`src/rtl/dram_bus_pkg.sv`:
```
// Shared types and AXI encodings for the DRAM AXI master.
package dram_bus_pkg;

  typedef enum logic [2:0] {
    ST_IDLE,
    ST_AR,
    ST_R,
    ST_AWW,
    ST_B,
    ST_DONE
  } dram_axi_state_t;

  localparam logic [2:0] AXI_SIZE_4B    = 3'b010;
  localparam logic [1:0] AXI_BURST_INCR = 2'b01;
  localparam logic [1:0] AXI_RESP_OKAY  = 2'b00;

endpackage

```
`src/rtl/dram_axi_master_if.sv`:
```
// Single-beat AXI4 port (AW/W/B/AR/R) between the DRAM master and the external slave.
interface dram_axi_if;
  logic [3:0]  awid;
  logic [31:0] awaddr;
  logic [7:0]  awlen;
  logic [2:0]  awsize;
  logic [1:0]  awburst;
  logic        awlock;
  logic [3:0]  awcache;
  logic [2:0]  awprot;
  logic        awvalid;
  logic        awready;

  logic [31:0] wdata;
  logic [3:0]  wstrb;
  logic        wlast;
  logic        wvalid;
  logic        wready;

  logic [3:0]  bid;
  logic [1:0]  bresp;
  logic        bvalid;
  logic        bready;

  logic [3:0]  arid;
  logic [31:0] araddr;
  logic [7:0]  arlen;
  logic [2:0]  arsize;
  logic [1:0]  arburst;
  logic        arlock;
  logic [3:0]  arcache;
  logic [2:0]  arprot;
  logic [3:0]  arqos;
  logic        arvalid;
  logic        arready;

  logic [3:0]  rid;
  logic [31:0] rdata;
  logic [1:0]  rresp;
  logic        rlast;
  logic        rvalid;
  logic        rready;

  modport master (
    output awid, awaddr, awlen, awsize, awburst, awlock, awcache, awprot, awvalid,
    input  awready,
    output wdata, wstrb, wlast, wvalid,
    input  wready,
    input  bid, bresp, bvalid,
    output bready,
    output arid, araddr, arlen, arsize, arburst, arlock, arcache, arprot, arqos, arvalid,
    input  arready,
    input  rid, rdata, rresp, rlast, rvalid,
    output rready
  );

  modport slave (
    input  awid, awaddr, awlen, awsize, awburst, awlock, awcache, awprot, awvalid,
    output awready,
    input  wdata, wstrb, wlast, wvalid,
    output wready,
    output bid, bresp, bvalid,
    input  bready,
    input  arid, araddr, arlen, arsize, arburst, arlock, arcache, arprot, arqos, arvalid,
    output arready,
    output rid, rdata, rresp, rlast, rvalid,
    input  rready
  );
endinterface

```
`src/rtl/dram_axi_master.sv`:
```
// Converts the DMA controller's level-held DRAM request into one registered,
// fully handshaked AXI4 single-beat transaction with a one-cycle completion pulse.
//
// state | meaning
// IDLE  | waiting for readEnable/writeEnable; request address/data captured here
// AR    | arvalid held until arready
// R     | rready high, waiting for rvalid
// AWW   | awvalid/wvalid each held until its own handshake
// B     | bready high, waiting for bvalid
// DONE  | dramValid pulse, enables ignored
module dram_axi_master
  import dram_bus_pkg::*;
#(
  parameter logic [3:0] WR_ID = 4'd1,
  parameter logic [3:0] RD_ID = 4'd2
) (
  input  logic        clk,
  input  logic        reset,
  input  logic [31:0] dramAddress,
  input  logic [31:0] dramWriteData,
  input  logic        readEnable,
  input  logic        writeEnable,
  output logic [31:0] dramReadData,
  output logic        dramValid,
  output logic        dramError,
  dram_axi_if.master  m_axi
);

  dram_axi_state_t state_q, state_d;
  logic        aw_done_q, w_done_q;
  logic [31:0] addr_q, wdata_q, rdata_q;
  logic        err_q;
  logic        aw_fire, w_fire;
  logic        unused_axi;

  always_ff @(posedge clk or posedge reset) begin
    if (reset) begin
      state_q <= ST_IDLE;
    end else begin
      state_q <= state_d;
    end
  end

  always_comb begin
    state_d = state_q;
    unique case (state_q)
      ST_IDLE: begin
        if (writeEnable)     state_d = ST_AWW;
        else if (readEnable) state_d = ST_AR;
      end
      ST_AR:   if (m_axi.arready) state_d = ST_R;
      ST_R:    if (m_axi.rvalid)  state_d = ST_DONE;
      ST_AWW:  if ((aw_done_q || aw_fire) && (w_done_q || w_fire)) state_d = ST_B;
      ST_B:    if (m_axi.bvalid)  state_d = ST_DONE;
      ST_DONE: state_d = ST_IDLE;
      default: state_d = ST_IDLE;
    endcase
  end

  // VALID/READY come only from state and flag flops, never from slave inputs.
  assign m_axi.arvalid = (state_q == ST_AR);
  assign m_axi.rready  = (state_q == ST_R);
  assign m_axi.awvalid = (state_q == ST_AWW) && !aw_done_q;
  assign m_axi.wvalid  = (state_q == ST_AWW) && !w_done_q;
  assign m_axi.bready  = (state_q == ST_B);
  assign dramValid     = (state_q == ST_DONE);

  assign aw_fire = m_axi.awvalid && m_axi.awready;
  assign w_fire  = m_axi.wvalid && m_axi.wready;

  always_ff @(posedge clk or posedge reset) begin
    if (reset) begin
      aw_done_q <= 1'b0;
      w_done_q  <= 1'b0;
      addr_q    <= '0;
      wdata_q   <= '0;
      rdata_q   <= '0;
      err_q     <= 1'b0;
    end else begin
      if (state_q == ST_AWW) begin
        if (aw_fire) aw_done_q <= 1'b1;
        if (w_fire)  w_done_q  <= 1'b1;
      end else begin
        aw_done_q <= 1'b0;
        w_done_q  <= 1'b0;
      end
      if (state_q == ST_IDLE && (writeEnable || readEnable)) begin
        addr_q  <= dramAddress;
        wdata_q <= dramWriteData;
      end
      if (state_q == ST_R && m_axi.rvalid) begin
        rdata_q <= m_axi.rdata;
        err_q   <= m_axi.rresp[1];
      end
      if (state_q == ST_B && m_axi.bvalid) begin
        err_q <= m_axi.bresp[1];
      end
    end
  end

  assign dramReadData = rdata_q;
  assign dramError    = err_q;

  assign m_axi.awid    = WR_ID;
  assign m_axi.awaddr  = addr_q;
  assign m_axi.awlen   = 8'd0;
  assign m_axi.awsize  = AXI_SIZE_4B;
  assign m_axi.awburst = AXI_BURST_INCR;
  assign m_axi.awlock  = 1'b0;
  assign m_axi.awcache = 4'd0;
  assign m_axi.awprot  = 3'd0;

  assign m_axi.wdata = wdata_q;
  assign m_axi.wstrb = 4'hF;
  assign m_axi.wlast = 1'b1;

  assign m_axi.arid    = RD_ID;
  assign m_axi.araddr  = addr_q;
  assign m_axi.arlen   = 8'd0;
  assign m_axi.arsize  = AXI_SIZE_4B;
  assign m_axi.arburst = AXI_BURST_INCR;
  assign m_axi.arlock  = 1'b0;
  assign m_axi.arcache = 4'd0;
  assign m_axi.arprot  = 3'd0;
  assign m_axi.arqos   = 4'd0;

  // Single-beat, single-ID traffic: IDs, rlast and the low RESP bit carry no information here.
  assign unused_axi = ^{m_axi.bid, m_axi.bresp[0], m_axi.rid, m_axi.rresp[0], m_axi.rlast};

endmodule

```
`src/flat_wrapper.sv`:
```
// flat-port wrapper written by rule: the top's interface ports become plain ports
module dram_axi_master_flat import dram_bus_pkg::*;
#(
  parameter logic [3:0] WR_ID = 4'd1,
  parameter logic [3:0] RD_ID = 4'd2
)
  (clk, reset, dramAddress, dramWriteData, readEnable, writeEnable, dramReadData, dramValid, dramError, m_axi_awid, m_axi_awaddr, m_axi_awlen, m_axi_awsize, m_axi_awburst, m_axi_awlock, m_axi_awcache, m_axi_awprot, m_axi_awvalid, m_axi_awready, m_axi_wdata, m_axi_wstrb, m_axi_wlast, m_axi_wvalid, m_axi_wready, m_axi_bid, m_axi_bresp, m_axi_bvalid, m_axi_bready, m_axi_arid, m_axi_araddr, m_axi_arlen, m_axi_arsize, m_axi_arburst, m_axi_arlock, m_axi_arcache, m_axi_arprot, m_axi_arqos, m_axi_arvalid, m_axi_arready, m_axi_rid, m_axi_rdata, m_axi_rresp, m_axi_rlast, m_axi_rvalid, m_axi_rready);
  dram_axi_if m_axi_i ();
  input  logic clk;
  input  logic reset;
  input  logic [31:0] dramAddress;
  input  logic [31:0] dramWriteData;
  input  logic readEnable;
  input  logic writeEnable;
  output logic [31:0] dramReadData;
  output logic dramValid;
  output logic dramError;
  output wire logic [$bits(m_axi_i.awid)-1:0] m_axi_awid;
  output wire logic [$bits(m_axi_i.awaddr)-1:0] m_axi_awaddr;
  output wire logic [$bits(m_axi_i.awlen)-1:0] m_axi_awlen;
  output wire logic [$bits(m_axi_i.awsize)-1:0] m_axi_awsize;
  output wire logic [$bits(m_axi_i.awburst)-1:0] m_axi_awburst;
  output wire logic [$bits(m_axi_i.awlock)-1:0] m_axi_awlock;
  output wire logic [$bits(m_axi_i.awcache)-1:0] m_axi_awcache;
  output wire logic [$bits(m_axi_i.awprot)-1:0] m_axi_awprot;
  output wire logic [$bits(m_axi_i.awvalid)-1:0] m_axi_awvalid;
  input wire logic [$bits(m_axi_i.awready)-1:0] m_axi_awready;
  output wire logic [$bits(m_axi_i.wdata)-1:0] m_axi_wdata;
  output wire logic [$bits(m_axi_i.wstrb)-1:0] m_axi_wstrb;
  output wire logic [$bits(m_axi_i.wlast)-1:0] m_axi_wlast;
  output wire logic [$bits(m_axi_i.wvalid)-1:0] m_axi_wvalid;
  input wire logic [$bits(m_axi_i.wready)-1:0] m_axi_wready;
  input wire logic [$bits(m_axi_i.bid)-1:0] m_axi_bid;
  input wire logic [$bits(m_axi_i.bresp)-1:0] m_axi_bresp;
  input wire logic [$bits(m_axi_i.bvalid)-1:0] m_axi_bvalid;
  output wire logic [$bits(m_axi_i.bready)-1:0] m_axi_bready;
  output wire logic [$bits(m_axi_i.arid)-1:0] m_axi_arid;
  output wire logic [$bits(m_axi_i.araddr)-1:0] m_axi_araddr;
  output wire logic [$bits(m_axi_i.arlen)-1:0] m_axi_arlen;
  output wire logic [$bits(m_axi_i.arsize)-1:0] m_axi_arsize;
  output wire logic [$bits(m_axi_i.arburst)-1:0] m_axi_arburst;
  output wire logic [$bits(m_axi_i.arlock)-1:0] m_axi_arlock;
  output wire logic [$bits(m_axi_i.arcache)-1:0] m_axi_arcache;
  output wire logic [$bits(m_axi_i.arprot)-1:0] m_axi_arprot;
  output wire logic [$bits(m_axi_i.arqos)-1:0] m_axi_arqos;
  output wire logic [$bits(m_axi_i.arvalid)-1:0] m_axi_arvalid;
  input wire logic [$bits(m_axi_i.arready)-1:0] m_axi_arready;
  input wire logic [$bits(m_axi_i.rid)-1:0] m_axi_rid;
  input wire logic [$bits(m_axi_i.rdata)-1:0] m_axi_rdata;
  input wire logic [$bits(m_axi_i.rresp)-1:0] m_axi_rresp;
  input wire logic [$bits(m_axi_i.rlast)-1:0] m_axi_rlast;
  input wire logic [$bits(m_axi_i.rvalid)-1:0] m_axi_rvalid;
  output wire logic [$bits(m_axi_i.rready)-1:0] m_axi_rready;
  assign m_axi_awid = m_axi_i.awid;
  assign m_axi_awaddr = m_axi_i.awaddr;
  assign m_axi_awlen = m_axi_i.awlen;
  assign m_axi_awsize = m_axi_i.awsize;
  assign m_axi_awburst = m_axi_i.awburst;
  assign m_axi_awlock = m_axi_i.awlock;
  assign m_axi_awcache = m_axi_i.awcache;
  assign m_axi_awprot = m_axi_i.awprot;
  assign m_axi_awvalid = m_axi_i.awvalid;
  assign m_axi_i.awready = m_axi_awready;
  assign m_axi_wdata = m_axi_i.wdata;
  assign m_axi_wstrb = m_axi_i.wstrb;
  assign m_axi_wlast = m_axi_i.wlast;
  assign m_axi_wvalid = m_axi_i.wvalid;
  assign m_axi_i.wready = m_axi_wready;
  assign m_axi_i.bid = m_axi_bid;
  assign m_axi_i.bresp = m_axi_bresp;
  assign m_axi_i.bvalid = m_axi_bvalid;
  assign m_axi_bready = m_axi_i.bready;
  assign m_axi_arid = m_axi_i.arid;
  assign m_axi_araddr = m_axi_i.araddr;
  assign m_axi_arlen = m_axi_i.arlen;
  assign m_axi_arsize = m_axi_i.arsize;
  assign m_axi_arburst = m_axi_i.arburst;
  assign m_axi_arlock = m_axi_i.arlock;
  assign m_axi_arcache = m_axi_i.arcache;
  assign m_axi_arprot = m_axi_i.arprot;
  assign m_axi_arqos = m_axi_i.arqos;
  assign m_axi_arvalid = m_axi_i.arvalid;
  assign m_axi_i.arready = m_axi_arready;
  assign m_axi_i.rid = m_axi_rid;
  assign m_axi_i.rdata = m_axi_rdata;
  assign m_axi_i.rresp = m_axi_rresp;
  assign m_axi_i.rlast = m_axi_rlast;
  assign m_axi_i.rvalid = m_axi_rvalid;
  assign m_axi_rready = m_axi_i.rready;
  dram_axi_master #(.WR_ID(WR_ID), .RD_ID(RD_ID)) u_core (.clk(clk), .reset(reset), .dramAddress(dramAddress), .dramWriteData(dramWriteData), .readEnable(readEnable), .writeEnable(writeEnable), .dramReadData(dramReadData), .dramValid(dramValid), .dramError(dramError), .m_axi(m_axi_i));
endmodule
```
`config.mk`:
```
export PLATFORM = sky130hd
export DESIGN_NAME = dram_axi_master_flat
export DESIGN_NICKNAME = d
export VERILOG_FILES = /design/src/rtl/dram_bus_pkg.sv /design/src/rtl/dram_axi_master_if.sv /design/src/rtl/dram_axi_master.sv /design/src/flat_wrapper.sv
export SDC_FILE = /design/constraint.sdc
export NUM_CORES = 1
export LEC_CHECK = 0
export ABC_AREA = 1
export BUFFER_PORTS_ARGS = -buffer_cell sky130_fd_sc_hd__buf_2
export CAP_MARGIN = 20
export CORE_ASPECT_RATIO = 0.6
export CORE_MARGIN = 2
export CORE_UTILIZATION = 29
export DETAILED_ROUTE_END_ITERATION = 10
export HOLD_SLACK_MARGIN = 0.03
export PLACE_DENSITY_LB_ADDON = 0.12
export REMOVE_ABC_BUFFERS = 1
export SYNTH_ARGS = -nofsm -noshare
export SYNTH_HDL_FRONTEND = slang
export SYNTH_SLANG_ARGS = --single-unit
```
`constraint.sdc`:
```
create_clock -name clk -period 4.1 [get_ports clk]
set_clock_uncertainty 0.2 [all_clocks]
set_input_delay 0.82 -clock clk [delete_from_list [all_inputs] [get_ports clk]]
set_output_delay 0.82 -clock clk [all_outputs]
set_load 0.01 [all_outputs]
```
==> impl_results.md <==
- Status: complete, no violations
- Overall Global Routing Usage: 12.0%
- Crit-path most repeated cell: nor2_1
- Clock Sinks: 102
- Dominant cells by area after synthesis: dfrtp_1 49%, o21ai_2 14%, buf_4 13%
- Residual DRC: 0
- Clock Latency Late Sink: 0.34 ns
- Post-synthesis register bit count: 102
- Vias per inst: 3.84
- Core area: 0.0179 mm²
- Hold Fails Final Rpt: 0
- IO Count: 312
- Switch share: 41.0%
- CP Max Fanout: 10
- Die extent in x: 178 µm
- Share of cells above drive strength 1: 45.8%
- Worst Path Buf+Inv: 2
- Drt pass-1 iters: 4
- Post-Syn Area: 0.00525 mm²
- Unrepaired setup endpoints after global routing: no
- DR WL/cell: 11.6 µm
- Crit. End Element: output pin
- Root buffer cell: clkbuf_16
- Vias: 3871
- ANT nets after route: 0
- Final instance area: 0.00643 mm²
- Hold slack: 0.276 ns
- Clk pwr share: 17.0%
- DP Worst Slack: 1.43 ns
- Dominant synthesized flop cell: dfrtp_1
- Post-synth EDFFs: 0
- CP required: 3.08 ns
- Most instantiated cells after synthesis: 113 x nand2_1, 104 x inv_1, 102 x dfrtp_1
- Gp weighted congestion: 0.753
- HPWL after DPL: 8870 µm
- Post_cts resized: 0
- Rel. slew slack: 40.3%
- Part of the power in combinational logic: 45.6%
- Hold crit path type: flop to flop
- First DRT Iteration DRCs: 110
- Post-DP Area: 0.00612 mm²
- Syn-to-layout area delta: 22.4%
- Crit path max-delay family: flip-flops
- # rows: 38
- Critical path startpoint category: flop
- Most numerous cell in the Yosys netlist: nand2_1
- Clock-pin slew on the worst setup and hold paths: 0.07 ns
- H-tree levels: 3
- Avg Synthesized Cell Area: 9.36 µm²
- Peak Freq: 414 MHz
- Seq/Total Area, Yosys: 48.6%
- Max-cap violation count: 0
- CTS buffer count: 9
- Initial antenna violation count: 0
- Setup violators final: 0
- Leading area contributor after synthesis: dfrtp_1
- Crit share post-route: 58.9%
- Initial core utilization: 29.3%
- Slew Viols, Final: 0
- Worst setup slack after layout: 1.68 ns
- Final nets: 881
- Post-CTS Hold Fix Bufs: 0
- Mapped Cells: 561
- Min cycle time layout: 2.42 ns
- Largest net degree at the start of global routing: 82
- Vias in the first global route: 3536
- Port-buffer cells: 241
- P per Cell Area: 734 mW/mm²
- Total die area: 0.0192 mm²
- WL final: 11700 µm
- Critical path arrival: 1.40 ns
- Die Ht: 108 µm
- CP Class: flop to output pin
- Max stage delay on crit path: 0.51 ns
- VDD IR max: 267 µV
- First-pass GRT wire length: 18000 µm
- P_sw: 1.93 mW
- Top cell type's share of synthesized area: 48.6%
- GRT Residual Overflow: 0
- CTS tree: done
- Crit path cell chain: nor2_1 > inv_1 > nor2_1 > buf_2
- Yosys warns: 0
- Asr flop ratio synth: 100%
- Netlist cell types: 21
- Setup Fix Bufs, Post-CTS: 0
- P_int: 2.79 mW
- Seq pwr share: 37.3%
- Max clock buf depth: 2
- Leakage: 3.83 nW
- Slowest stage cell, crit path: dfrtp_1
- Worst-margin pin slew: 0.894 ns
- Ant. Diodes: 0
-- metal layers --
layer	global-route usage (%)	part of all wire [%]
met3	5.03	11
met1	15.4	45
met2	18.4	43
met4	3.57	1.2
met5	0	0
-- cells by family (layout without fill, tap and decap cells) --
family / after synthesis / after routing / share of synthesized area (%)
and+or+nand+nor: 134 / 134 / 10.3
other: 2 / 59 / 0.143
AOI/OAI and AO/OA: 103 / 103 / 15.9
DFF: 102 / 102 / 48.6
buffers and inverters: 220 / 370 / 25.1
-- path summary, 6_finish.rpt --
path | start | endpoint | slack (ns) | cells past startpoint
max | u_core.state_q[2] | m_axi_awvalid | 1.68 | 4
min | u_core.m_axi.wdata[8] | u_core.m_axi.wdata[8] | 0.28 | 2
max reg2reg | u_core.state_q[2] | u_core.dramReadData[11] | 1.73 | 5
min reg2reg | u_core.m_axi.wdata[8] | u_core.m_axi.wdata[8] | 0.28 | 2
max in group asynchronous | reset | u_core.dramReadData[3] | 2.44 | 4
min in group asynchronous | reset | u_core.m_axi.araddr[23] | 0.29 | 2
-- placed cells by master (no fill, tap or decap), drive strengths merged --
| master | instances |
|---|---|
| buf | 247 |
| nand3b | 3 |
| a31oi | 1 |
| a21oi | 3 |
| inv | 107 |
| clkinv | 2 |
| clkbuf | 12 |
| dfrtp | 102 |
| o21bai | 1 |
| o21ai | 98 |
| nand3 | 6 |
| nand2 | 113 |
| conb | 59 |
| and2 | 1 |
| clkinvlp | 2 |
| nor2 | 11 |
-- cell type report --
class / count / area [µm²]
clock buffers: 12 / 246
clock inverters: 4 / 32.5
fillers: 1913 / 11500
inverters: 107 / 404
multi-input cells: 296 / 1600
flip-flops and latches: 102 / 2550
well taps: 240 / 300
repair buffers: 247 / 1300
-- worst min-delay path, delay by kind of cell, from the launching register on --
kind | cells | cell delay (ns)
AND/OR/NAND/NOR | 1 | 0.06
AO/OA/AOI/OAI | 1 | 0.05
flip-flops | 1 | 0.34
-- registers in the layout, indices dropped and copies added (netlist names) --
name / count
u_core.aw_done_q: 1
u_core.dramError: 1
u_core.dramReadData: 32
u_core.m_axi.araddr: 32
u_core.m_axi.wdata: 32
u_core.state_q: 3
u_core.w_done_q: 1
-- power groups by stage --
stage | clock, mW | sequential [mW] | combinational (mW)
5_1_grt | 0.894 | 1.84 | 2.40
2_1_floorplan | 0 | 2.06 | 1.06
3_3_place_gp | 0 | 1.76 | 2.18
6_report | 0.802 | 1.76 | 2.15
3_5_place_dp | 0 | 1.78 | 2.20
4_1_cts | 0.858 | 1.77 | 2.20
-- through the flow --
stage | util (%) | std cells | setup TNS, ns | total power [mW]
global route | 35.9 | 1008 | 0 | 5.13
detailed placement | 34.1 | 991 | 0 | 3.98
global placement | 34.1 | 991 | 0 | 3.94
finish | 35.9 | 1008 | 0 | 4.72
floorplan | - | 505 | -61.84 | 3.13
CTS | 35.7 | 1007 | 0 | 4.83
(Power assumes the default switching activity.)
